## config.mk

```make
export PLATFORM = sky130hd
export DESIGN_NAME = biquad_mac_seq
export DESIGN_NICKNAME = d
export VERILOG_FILES = /design/src/rtl/biquad_mac_seq.sv
export SDC_FILE = /design/constraint.sdc
export NUM_CORES = 1
export LEC_CHECK = 0
export BUFFER_PORTS_ARGS = -buffer_cell sky130_fd_sc_hd__buf_2
export CAP_MARGIN = 10
export CORE_ASPECT_RATIO = 1.75
export CORE_UTILIZATION = 54
export DETAILED_ROUTE_END_ITERATION = 12
export PLACE_DENSITY_LB_ADDON = 0.2
export SLEW_MARGIN = 10
export SYNTH_ARGS = -nofsm -noshare
export SYNTH_HDL_FRONTEND = slang
export SYNTH_SLANG_ARGS = --single-unit
```

## constraint.sdc

```tcl
create_clock -name clk_i -period 9.7 [get_ports clk_i]
set_clock_uncertainty 0.2 [all_clocks]
set_input_delay 1.94 -clock clk_i [delete_from_list [all_inputs] [get_ports clk_i]]
set_output_delay 1.94 -clock clk_i [all_outputs]
set_load 0.05 [all_outputs]
```

## src/rtl/biquad_mac_seq.sv

```systemverilog
// Purpose : direct-form-I biquad scheduler, one shared signed multiplier and accumulator.
// Latency : 7 cycles from the accept edge to y_valid_o; at most 1 sample per 8 cycles.
// Backpr. : x_ready_o is high only in IDLE; y_o is held in OUT until y_ready_i.
//
// Ports:
//   clk_i, rst_i          clock; synchronous active-high reset
//   en_i                  allows new samples to be accepted
//   clear_i               synchronous flush: drop in-flight sample, zero history and sat_o
//   a11_i..b12_i [31:0]   coefficient words; the top COEFWIDTH bits are Q1.(COEFWIDTH-1)
//   x_i/x_valid_i/x_ready_o   input sample handshake
//   y_o/y_valid_o/y_ready_i   output sample handshake
//   sat_o                 sticky saturation flag
//   sat_cnt_o [15:0]      saturating clamp counter, present only with BIQUAD_SAT_CNT_EN
//
// Optional feature macro: BIQUAD_SAT_CNT_EN (adds sat_cnt_o).
// COEFWIDTH must be below 32 so that some low coefficient bits are left unused.

module biquad_mac_seq #(
  parameter int DATAWIDTH = 12,
  parameter int COEFWIDTH = 16
) (
  input  logic                 clk_i,
  input  logic                 rst_i,
  input  logic                 en_i,
  input  logic                 clear_i,
  input  logic [31:0]          a11_i,
  input  logic [31:0]          a12_i,
  input  logic [31:0]          b10_i,
  input  logic [31:0]          b11_i,
  input  logic [31:0]          b12_i,
  input  logic [DATAWIDTH-1:0] x_i,
  input  logic                 x_valid_i,
  output logic                 x_ready_o,
  output logic [DATAWIDTH-1:0] y_o,
  output logic                 y_valid_o,
  input  logic                 y_ready_i,
  output logic                 sat_o
`ifdef BIQUAD_SAT_CNT_EN
  ,
  output logic [15:0]          sat_cnt_o
`endif
);

  localparam int PW = DATAWIDTH + COEFWIDTH;     // product width
  localparam int AW = PW + 3;                    // accumulator: 5 products never overflow
  localparam int RW = AW - (COEFWIDTH - 1);      // width after the rounding shift

  localparam logic signed [AW-1:0] RND  = {{(AW-COEFWIDTH+1){1'b0}}, 1'b1, {(COEFWIDTH-2){1'b0}}};
  localparam logic signed [RW-1:0] YMAX = {{(RW-DATAWIDTH+1){1'b0}}, {(DATAWIDTH-1){1'b1}}};
  localparam logic signed [RW-1:0] YMIN = {{(RW-DATAWIDTH+1){1'b1}}, {(DATAWIDTH-1){1'b0}}};

  typedef enum logic [1:0] {IDLE, MAC, SAT, OUT} state_t;

  state_t state, state_nxt;
  logic   accept;
  logic [2:0] step;

  // Coefficient snapshot taken at accept, so register-file writes only hit the next sample.
  logic signed [COEFWIDTH-1:0] c_b10, c_b11, c_b12, c_a11, c_a12;
  logic signed [DATAWIDTH-1:0] x0, x1, x2, y1, y2;
  logic signed [AW-1:0]        acc;

  logic signed [COEFWIDTH-1:0] mul_c;
  logic signed [DATAWIDTH-1:0] mul_d;
  logic signed [PW-1:0]        mul_c_ext, mul_d_ext, prod;
  logic signed [AW-1:0]        prod_ext, acc_nxt, acc_rnd;
  logic signed [RW-1:0]        r;
  logic signed [DATAWIDTH-1:0] y_sat;
  logic                        clamp_hi, clamp_lo, clamp;

  // ---------------- FSM ----------------
  always_ff @(posedge clk_i) begin
    if (rst_i) state <= IDLE;
    else       state <= state_nxt;
  end

  always_comb begin
    state_nxt = state;
    x_ready_o = 1'b0;
    y_valid_o = 1'b0;
    accept    = 1'b0;
    case (state)
      IDLE: begin
        x_ready_o = en_i & ~clear_i & ~rst_i;
        accept    = x_valid_i & x_ready_o;
        if (accept) state_nxt = MAC;
      end
      MAC: if (step == 3'd4) state_nxt = SAT;
      SAT: state_nxt = OUT;
      OUT: begin
        y_valid_o = 1'b1;
        if (y_ready_i) state_nxt = IDLE;
      end
      default: state_nxt = IDLE;
    endcase
    if (clear_i) state_nxt = IDLE;
  end

  // ---------------- shared MAC datapath ----------------
  always_comb begin
    mul_c = c_b10;
    mul_d = x0;
    case (step)
      3'd1: begin mul_c = c_b11; mul_d = x1; end
      3'd2: begin mul_c = c_b12; mul_d = x2; end
      3'd3: begin mul_c = c_a11; mul_d = y1; end
      3'd4: begin mul_c = c_a12; mul_d = y2; end
      default: ;
    endcase
  end

  assign mul_c_ext = {{DATAWIDTH{mul_c[COEFWIDTH-1]}}, mul_c};
  assign mul_d_ext = {{COEFWIDTH{mul_d[DATAWIDTH-1]}}, mul_d};
  assign prod      = mul_c_ext * mul_d_ext;
  assign prod_ext  = {{3{prod[PW-1]}}, prod};
  // Feedback taps (steps 3 and 4) are subtracted.
  assign acc_nxt   = (step >= 3'd3) ? (acc - prod_ext) : (acc + prod_ext);

  // Round half up, drop the Q1.x fraction, then clamp to the sample range.
  assign acc_rnd  = acc + RND;
  assign r        = acc_rnd[AW-1:COEFWIDTH-1];
  assign clamp_hi = (r > YMAX);
  assign clamp_lo = (r < YMIN);
  assign clamp    = clamp_hi | clamp_lo;
  assign y_sat    = clamp_hi ? YMAX[DATAWIDTH-1:0] :
                    clamp_lo ? YMIN[DATAWIDTH-1:0] : r[DATAWIDTH-1:0];

  always_ff @(posedge clk_i) begin
    if (rst_i) begin
      step  <= '0;
      acc   <= '0;
      x0    <= '0;
      x1    <= '0;
      x2    <= '0;
      y1    <= '0;
      y2    <= '0;
      y_o   <= '0;
      sat_o <= 1'b0;
      c_b10 <= '0;
      c_b11 <= '0;
      c_b12 <= '0;
      c_a11 <= '0;
      c_a12 <= '0;
    end else if (clear_i) begin
      // y_o deliberately keeps its last value across a flush.
      step  <= '0;
      acc   <= '0;
      x0    <= '0;
      x1    <= '0;
      x2    <= '0;
      y1    <= '0;
      y2    <= '0;
      sat_o <= 1'b0;
    end else begin
      case (state)
        IDLE: begin
          if (accept) begin
            x0    <= x_i;
            c_b10 <= b10_i[31:32-COEFWIDTH];
            c_b11 <= b11_i[31:32-COEFWIDTH];
            c_b12 <= b12_i[31:32-COEFWIDTH];
            c_a11 <= a11_i[31:32-COEFWIDTH];
            c_a12 <= a12_i[31:32-COEFWIDTH];
            acc   <= '0;
            step  <= '0;
          end
        end
        MAC: begin
          acc  <= acc_nxt;
          step <= (step == 3'd4) ? 3'd0 : step + 3'd1;
        end
        SAT: begin
          y_o <= y_sat;
          x2  <= x1;
          x1  <= x0;
          y2  <= y1;
          y1  <= y_sat;
          if (clamp) sat_o <= 1'b1;
        end
        default: ;
      endcase
    end
  end

`ifdef BIQUAD_SAT_CNT_EN
  always_ff @(posedge clk_i) begin
    if (rst_i || clear_i)
      sat_cnt_o <= '0;
    else if (state == SAT && clamp && sat_cnt_o != 16'hFFFF)
      sat_cnt_o <= sat_cnt_o + 16'd1;
  end
`endif

  // Low coefficient bits and the rounded-away fraction are intentionally ignored.
  logic unused_bits;
  assign unused_bits = ^{a11_i[31-COEFWIDTH:0], a12_i[31-COEFWIDTH:0], b10_i[31-COEFWIDTH:0],
                         b11_i[31-COEFWIDTH:0], b12_i[31-COEFWIDTH:0], acc_rnd[COEFWIDTH-2:0]};

endmodule

```

# == After elaboration in Yosys (flattened, before gate mapping) ==
# Index checks and enable logic that the tools add are counted.
# word_totals
reg_bits,189
latchBits,0
ram_bits,0
rom_bits,0
in_bits,178
word_cells,66
mem_count,0
# classes
addsub,4
multipliers,1
div_mod_pow,0
magnitude_cmp,3
eq_ne,11
shifts,0
n_mux,17
bitwise,6
reduce_logical,9
# ops
op,count
case mux 16 bit (4 select lines),1
two-way mux 31 bit,2
case mux 31 bit (2 select lines),1
case mux 12 bit (4 select lines),1
adder 31 x 16 -> 31 bit (second input constant),1
adder 31 x 28 -> 31 bit,1
subtractor 31 x 28 -> 31 bit,1
multiplier 16 x 12 -> 28 bit,1
two-way mux 12 bit,2
greater-than comparator 16 x 12 -> 1 bit (second input constant),1
< comparator 16 x 12 -> 1 bit (second input constant),1
!= test 2 bit (second input constant),4
case mux 2 bit (4 select lines),1
AND reduction 2 bit,4
== test 3 x 2 -> 1 bit (second input constant),2
two-way mux 2 bit,3
two-way mux 3 bit,2
case mux 3 bit (2 select lines),1
AND reduction 3 bit,2
== test 2 bit (second input constant),2
adder 3 x 1 -> 3 bit (second input constant),1
bitwise AND 1 bit,3
== test 3 x 1 -> 1 bit (second input constant),1
== test 3 bit (second input constant),1
8 further kinds,11

# == Logic depth before layout (Yosys ltp) ==
# Gate-level depths: netlist of run 1.
# depth
depth_word,7
mapped_depth,43
ltp_nobuf,40

# == Worst setup path before layout of run 1 ==
# OpenSTA, ideal clock, no wires.
# synth_timing
path_type,register -> register
from,register step[1]
to,register acc[30]
arrival_ns,9.293
required_time_ns,9.425
path_slack_ns,0.133
stages_incl_launch_ff,41
period_less_slack_ns,9.567
path_cell_list,dfxtp_1 -> inv_1 -> ha_1 -> nor3_1 -> o21ai_1 -> clkbuf_1 -> buf_1 -> nor2_1 -> a31oi_1 -> nand2_1 -> fa_1 -> fa_1 -> fa_1 -> inv_1 -> fa_1 -> inv_1 -> fa_1 -> inv_1 -> (+5 left out) -> a311oi_1 -> and3_1 -> nor2b_1 -> nand3_1 -> nand2_1 -> xor2_1 -> ha_1 -> a41o_1 -> a21oi_1 -> nor2b_1 -> o21bai_1 -> a222oi_1 -> nand3_1 -> a311o_1 -> a211oi_1 -> xor2_1 -> a21oi_1 -> o22ai_1
# synth_between
elab_chain_cells,6
# synth_lines
element,line_no,text
start: declaration,56,logic [2:0] step;
start signal: assignment,170,step <= (step == 3'd4) ? 3'd0 : step + 3'd1;
== test 3 bit (tied with other cells),103,case (step)
case mux 16 bit (4 select lines) / case mux 12 bit (4 select lines) (equally long branches),103,
multiplier 16 x 12 -> 28 bit,114,assign prod = mul_c_ext * mul_d_ext;
adder 31 x 28 -> 31 bit / subtractor 31 x 28 -> 31 bit (equally long branches),117,assign acc_nxt = (step >= 3'd3) ? (acc - prod_ext) : (acc + prod_ext);
two-way mux 31 bit *,117,
case mux 31 bit (2 select lines) *,155,case (state)
end signal: assignment,169,acc <= acc_nxt;
end: declaration,61,logic signed [AW-1:0] acc;
# Mark *: on every way between the ends. The rest lies on a longest branch, timed or not.
# A chain may end at the register's enable or synchronous reset.

# == Worst setup path in the final report of run 1 ==
# layout_timing
from,register step[0]
to,register acc[30]
# Same word-level chain as after synthesis.

==> flow_metrics.py, run 1 <==
metrics = {
    "critical_path": {
        "ff2ff_path_depth": 36,
        "crit_fanout": 26,
        "crit_required_ns": 9.87,
        "critPathCapture": "acc[30]",
        "cp-end-kind": "register",
        "cp_top_family": "adder cells",
        "critPathBufInv": 7,
        "r2r_start": "step[0]",
        "crit_cells": 36,
        "cpMaxStageDelayCell": "fa_1",
        "cp.arrival_ns": 9.70,
        "slowest_delay_ns": 0.56,
        "r2r_end": "acc[30]",
        "critical_path.startpoint": "step[0]",
        "crit_top_cell": "fa_1",
        "reg2reg_slack_ns": 0.16,
        "cp-start-kind": "register",
        "worst-setup-path-type": "reg -> reg",
    },
    "route": {
        "first_pass_iters": 7,
        "drtIter0Drc": 1070,
        "drt_wl_total_um": 52100,
        "ant_nets": 0,
        "route.detailed.drc": 0,
        "wl_per_cell_um": 18.8,
        "avgViaCountPerCell": 5.79,
        "vias": 16100,
    },
    "sta": {
        "fin_setup_tns_ns": 0,
        "fin_crit_ns": 9.54,
        "drv_slew": 0,
        "max_slew.worst_pin.slew_ns": 1.15,
        "hold_slack_ns": 0.257,
        "relSlewSlack": 0.225,
        "hold_viol": 0,
        "fmax_ghz": 0.105,
        "final.period_utilization": 0.983,
        "setup_viol": 0,
    },
    "synth": {
        "synthTopCellsByArea": "dfxtp_1, fa_1, nand2_1, ha_1, nor2_1",
        "ys_warn_count": 0,
        "synth-xor-area-share": 0.0450,
        "synthMuxAreaShare": 0.0322,
        "synth_fp_nets": 2572,
        "synth-seq-area-share": 0.221,
        "synth_common_cells": "nand2_1, nor2_1, inv_1, dfxtp_1, fa_1",
        "yosys.area.top_type": "dfxtp_1",
        "synth_most_common_cell": "nand2_1",
        "synth_compound_area_frac": 0.160,
        "synthAdderAreaFrac": 0.283,
        "synth_top_flop_cell": "dfxtp_1",
        "syn_inst": 2115,
        "syn-cell-area_mm2": 0.0171,
        "yosys.area_share.simple": 0.185,
        "synth_top_family_by_area": "adder cells",
        "synth_edf_count": 0,
        "yosysUniqueCellTypes": 71,
        "synth_top_cell_area_share": 0.221,
        "syn_avg_cell_area_um2": 8.09,
        "ys_ff_latch": 189,
        "synthArstFlopShare": 0,
    },
    "placement": {
        "dpl.cell_count": 2688,
        "gp_congestion": 0.949,
        "port_buffers": 112,
        "dp_hpwl_um": 38300,
    },
    "grt": {
        "grt_pass1_wl_um": 80000,
        "antenna_found_initial": 2,
        "grt-ovfl-total": 0,
        "grt_pass1_vias": 16300,
        "grt_start_max_net_pins": 95,
        "track_usage": 0.320,
    },
    "floorplan": {
        "num_io_pins": 193,
        "core-area_mm2": 0.0309,
        "initial_utilization": 0.553,
        "rows": 85,
        "die_h_um": 237,
        "die_x_um": 137,
        "dieArea_mm2": 0.0324,
    },
    "final_layout": {
        "area_growth_pct": 23.9,
        "drive_gt1_frac": 0.213,
        "fin_cells": 2780,
        "num-fill-cells": 2460,
        "fin_nets": 2833,
    },
    "clock_network": {
        "cts_sinks": 189,
        "cts.reportedPaths.clkPinSlew_ns": 0.08,
        "clock_latency_ns": 0.45,
        "clockBufferDepth": 2,
        "cts_max_level": 4,
        "root_buffer": "clkbuf_16",
        "tritoncts": "yes",
        "numCtsBuffers": 17,
    },
    "power": {
        "ir_drop_uv": 157,
        "leakagePower_nw": 9.09,
        "power_density_mw_per_mm2": 86.7,
        "power_mw": 1.84,
    },
    "run_status": {
        "status": "finished clean",
    },
    "min_path": {
        "min-delay-path-class": "reg -> reg",
    },
    "job": {
        "cap_violations": 0,
    },
}
-- registers in the layout (all words and copies together), names as in the netlist, 12 cells and up --
register / cells
acc: 31
c_a11: 16
c_a12: 16
c_b10: 16
c_b11: 16
c_b12: 16
x0: 12
x1: 12
x2: 12
y1: 12
y2: 12
y_o: 12
-- what timing repair did --
item                                    in CTS  in global routing
gates resized for setup                     28                130
endpoints found under the setup margin       6                  9
gates cloned                                 3                  4
pin swaps                                    4                 58
hold buffers                                 0                  0
setup buffers                                9                 44
-- power breakdown --
part           total (mW)  switching (mW)  internal, mW
clock network       0.717           0.346         0.371
logic               0.333           0.177         0.156
registers           0.787         0.00511         0.782
-- metal layers --
metal | vias up | part of all wire | global-route usage
met5 | - | 0.00025 | 0
met3 | 234 | 0.051 | 0.0463
met4 | 2 | 0.085 | 0.245
li1 | 7509 | - | -
met1 | 7773 | 0.35 | 0.333
met2 | 573 | 0.51 | 0.568
-- stage by stage --
| step | instance area, um2 | utilization | setup slack [ns] |
|---|---|---|---|
| finish | 21200 | 0.685 | 0.164 |
| global route | 21200 | 0.685 | -0.248 |
| CTS | 20100 | 0.649 | 0.00715 |
| detailed placement | 19200 | 0.621 | -0.152 |
| global placement | 19200 | 0.621 | 0.0142 |
| floorplan | 17100 | - | 0.133 |
-- worst min path at each step --
stage | startpoint | end | slack [ns] | depth (start not counted)
floorplan | acc[13] | acc[13] | 0.23 | 2
global placement | c_b11[13] | c_b11[13] | 0.24 | 2
detailed placement | c_b11[13] | c_b11[13] | 0.25 | 2
CTS | c_b11[12] | c_b11[12] | 0.26 | 2
global route | c_b11[13] | c_b11[13] | 0.27 | 2
finish | c_b11[13] | c_b11[13] | 0.26 | 2
-- worst register-to-register path, delay by kind of cell, from the launching register on --
family | cells | cell delay, ns
compound gates | 13 | 3.05
simple gates | 6 | 1.17
flops | 1 | 0.42
xor+xnor | 2 | 0.34
fa+ha+maj | 8 | 3.42
buf+inv | 7 | 0.89
-- cell type report --
cell class | instances | area (um2) | area share
multi-input combinational | 1593 | 12800 | 0.604
timing repair buffer | 341 | 2650 | 0.125
sequential | 189 | 3790 | 0.179
antenna | 1 | 2.50 | 0.000118
inverter | 234 | 883 | 0.0417
clock buffer | 18 | 439 | 0.0207
tap | 391 | 489 | 0.0231
clock inverter | 13 | 151 | 0.00714
-- cell usage in the layout, fill, tap and decap left out, drive strengths merged, types with 35 or more instances in the layout --
cell type and count:
o21ai 43, xnor2 55, inv 239, nand2 346, ha 100, dfxtp 189, mux2i 55, a22oi 71
fa 179, a21oi 158, nor2 243, a211oi 35, buf 337
-- cell families (layout without fill, tap and decap cells) --
logic type / after synthesis / in the layout
other cells: 0 / 1
flops: 189 / 189
simple gates: 749 / 749
fa+ha+maj: 279 / 279
buf+inv: 334 / 606
mux: 55 / 55
compound gates: 421 / 422
xor+xnor: 88 / 88
(Power assumes the default switching activity.)
==> run 2, diff against run 1 <==
BUFFER_PORTS_ARGS = default   (was -buffer_cell sky130_fd_sc_hd__buf_2)
DONT_BUFFER_PORTS = 1   (was default)
GPL_TIMING_DRIVEN = 0   (was default)
==> run 2 against run 1 <==
  * Combinational power shrank 5%
  * Critical path depth rose by 1
  * Setup slack got worse by 0.065 ns
  * Highest routed layer is now met4
  * Largest cell class unchanged
  * Utilization up 0.96 points
  * Critical path type unchanged
  * Worst hold slack better by 0.0061 ns
  * Largest power group unchanged
  * Maximum frequency is 0.68% lower
  * Sequential power about the same
  * Non-clock buffer count shrank 108
  * Cell count is 3.9% lower
  * Flip-flop and latch count did not move
  * Sequential share of layout area is 0.24 points lower
==> flow_metrics.py, run 2 (synthesized netlist as in run 1, its figures left out) <==
metrics = {
    "run_status": {
        "status": "finished clean",
    },
    "sta": {
        "fin_crit_ns": 9.60,
        "setup_viol": 0,
        "fin_setup_tns_ns": 0,
        "fmax_ghz": 0.104,
        "max_slew.worst_pin.slew_ns": 1.44,
        "hold_viol": 0,
        "drv_slew": 0,
        "relSlewSlack": 0.0313,
        "fin_ws_ns": 0.0992,
        "final.period_utilization": 0.990,
        "hold_slack_ns": 0.263,
    },
    "route": {
        "wl_per_cell_um": 21.9,
        "avgViaCountPerCell": 6.07,
        "drtIter0Drc": 1341,
        "drt_wl_total_um": 58400,
        "vias": 16200,
        "first_pass_iters": 6,
        "ant_nets": 0,
        "route.detailed.drc": 0,
    },
    "clock_network": {
        "hold_buffers": 0,
        "clock_latency_ns": 0.45,
        "cts.reportedPaths.clkPinSlew_ns": 0.08,
        "numCtsBuffers": 17,
        "cts_sinks": 189,
        "clockBufferDepth": 2,
        "cts_max_level": 4,
        "root_buffer": "clkbuf_16",
        "tritoncts": "yes",
    },
    "grt": {
        "grt_pass1_wl_um": 85400,
        "grt_start_max_net_pins": 21,
        "met2_usage": 0.607,
        "met1_usage": 0.368,
        "grt-ovfl-total": 0,
        "top_usage_layer": "met2",
        "track_usage": 0.349,
        "grt_pass1_vias": 16100,
        "antenna_found_initial": 0,
        "grt_use_met3": 0.0552,
    },
    "critical_path": {
        "slowest_delay_ns": 0.56,
        "crit_fanout": 10,
        "cp-start-kind": "register",
        "reg2reg_slack_ns": 0.1,
        "crit_required_ns": 9.88,
        "r2r_end": "acc[30]",
        "critPathCapture": "acc[30]",
        "cp.arrival_ns": 9.78,
        "cpMaxStageDelayCell": "fa_1",
        "r2r_start": "step[1]",
        "cp-end-kind": "register",
        "worst-setup-path-type": "reg -> reg",
        "critical_path.startpoint": "step[1]",
        "ff2ff_path_depth": 37,
    },
    "final_layout": {
        "fin_nets": 2724,
        "final_common_cell": "nand2_1",
        "largest_reg_flops": 31,
        "fin_cells": 2671,
        "stdcell_area_mm2": 0.0215,
        "largest_register": "acc",
        "regArea_mm2": 0.00379,
        "post-route-util": 0.695,
        "final_cell_mix": "nand2_1, nor2_1, inv_1",
        "multiInputGateArea_mm2": 0.0137,
        "drive_gt1_frac": 0.185,
        "num-fill-cells": 2345,
        "diodes": 0,
        "area_growth_pct": 25.6,
    },
    "power": {
        "leakagePower_nw": 8.60,
        "ir_drop_uv": 169,
        "power_density_mw_per_mm2": 85.0,
        "power_mw": 1.83,
    },
    "placement": {
        "port_buffers": 0,
        "gp_congestion": 0.969,
        "dpl.cell_count": 2507,
        "dp_hpwl_um": 41100,
        "pre_cts_ws_ns": -2.54,
        "placed_area_mm2": 0.0176,
    },
    "min_path": {
        "min-delay-path-class": "reg -> reg",
    },
    "floorplan": {
        "num_io_pins": 193,
        "rows": 85,
        "dieArea_mm2": 0.0324,
        "die_x_um": 137,
        "initial_utilization": 0.553,
        "die_h_um": 237,
        "core-area_mm2": 0.0309,
    },
    "job": {
        "cap_violations": 0,
    },
}
## run 2: changes by cell type in the layout (fill, tap and decap cells not counted), sizes merged
cell    change
bufinv      -1
buf       -164
clkinv      +1
inv         +1
diode       -1
o21ai       -1
clkbuf     +56
## run 2: layout make-up
cell class / count / area share
tap: 391 / 0.0228
inverter: 234 / 0.0414
multi-input combinational: 1592 / 0.637
timing repair buffer: 141 / 0.0594
sequential: 189 / 0.177
clock buffer: 18 / 0.0204
clock inverter: 14 / 0.00768
buffer: 92 / 0.0346
## run 2: worst max-delay path, delay by kind of cell, from the launching register on
kind            cells  cell delay, ns
xor+xnor            2            0.59
compound gates      9            2.15
buf+inv            10            1.15
flops               1            0.42
simple gates        8            1.69
fa+ha+maj           8            3.31
## run 2: worst min-delay path by stage
stage	from	slack, ns	to	depth (start not counted)
floorplan	acc[13]	0.23	acc[13]	2
detailed placement	c_b12[8]	0.25	c_b12[8]	2
CTS	c_b10[2]	0.26	c_b10[2]	2
finish	acc[9]	0.26	acc[9]	2
global route	c_a12[4]	0.28	c_a12[4]	2
global placement	c_b10[3]	0.24	c_b10[3]	2
## run 2: what timing repair did
item / in CTS / in global routing
pin swaps: 44 / 88
buffers inserted: 62 / 75
endpoints found under the setup margin: 21 / 8
resized for setup: 259 / 177
cloned: 2 / 1
## run 2: metal layers
| metal | wire length (um) | vias up |
|---|---|---|
| li1 | - | 7270 |
| met5 | 0 | - |
| met2 | 28900 | 801 |
| met3 | 4250 | 287 |
| met4 | 5770 | 0 |
| met1 | 19500 | 7864 |
## run 2: where the power goes
group	switching (mW)	internal (mW)	leakage (nW)	total, mW
sequential	0.00675	0.782	1.53	0.789
combinational	0.181	0.136	6.78	0.317
clock	0.365	0.356	0.293	0.721
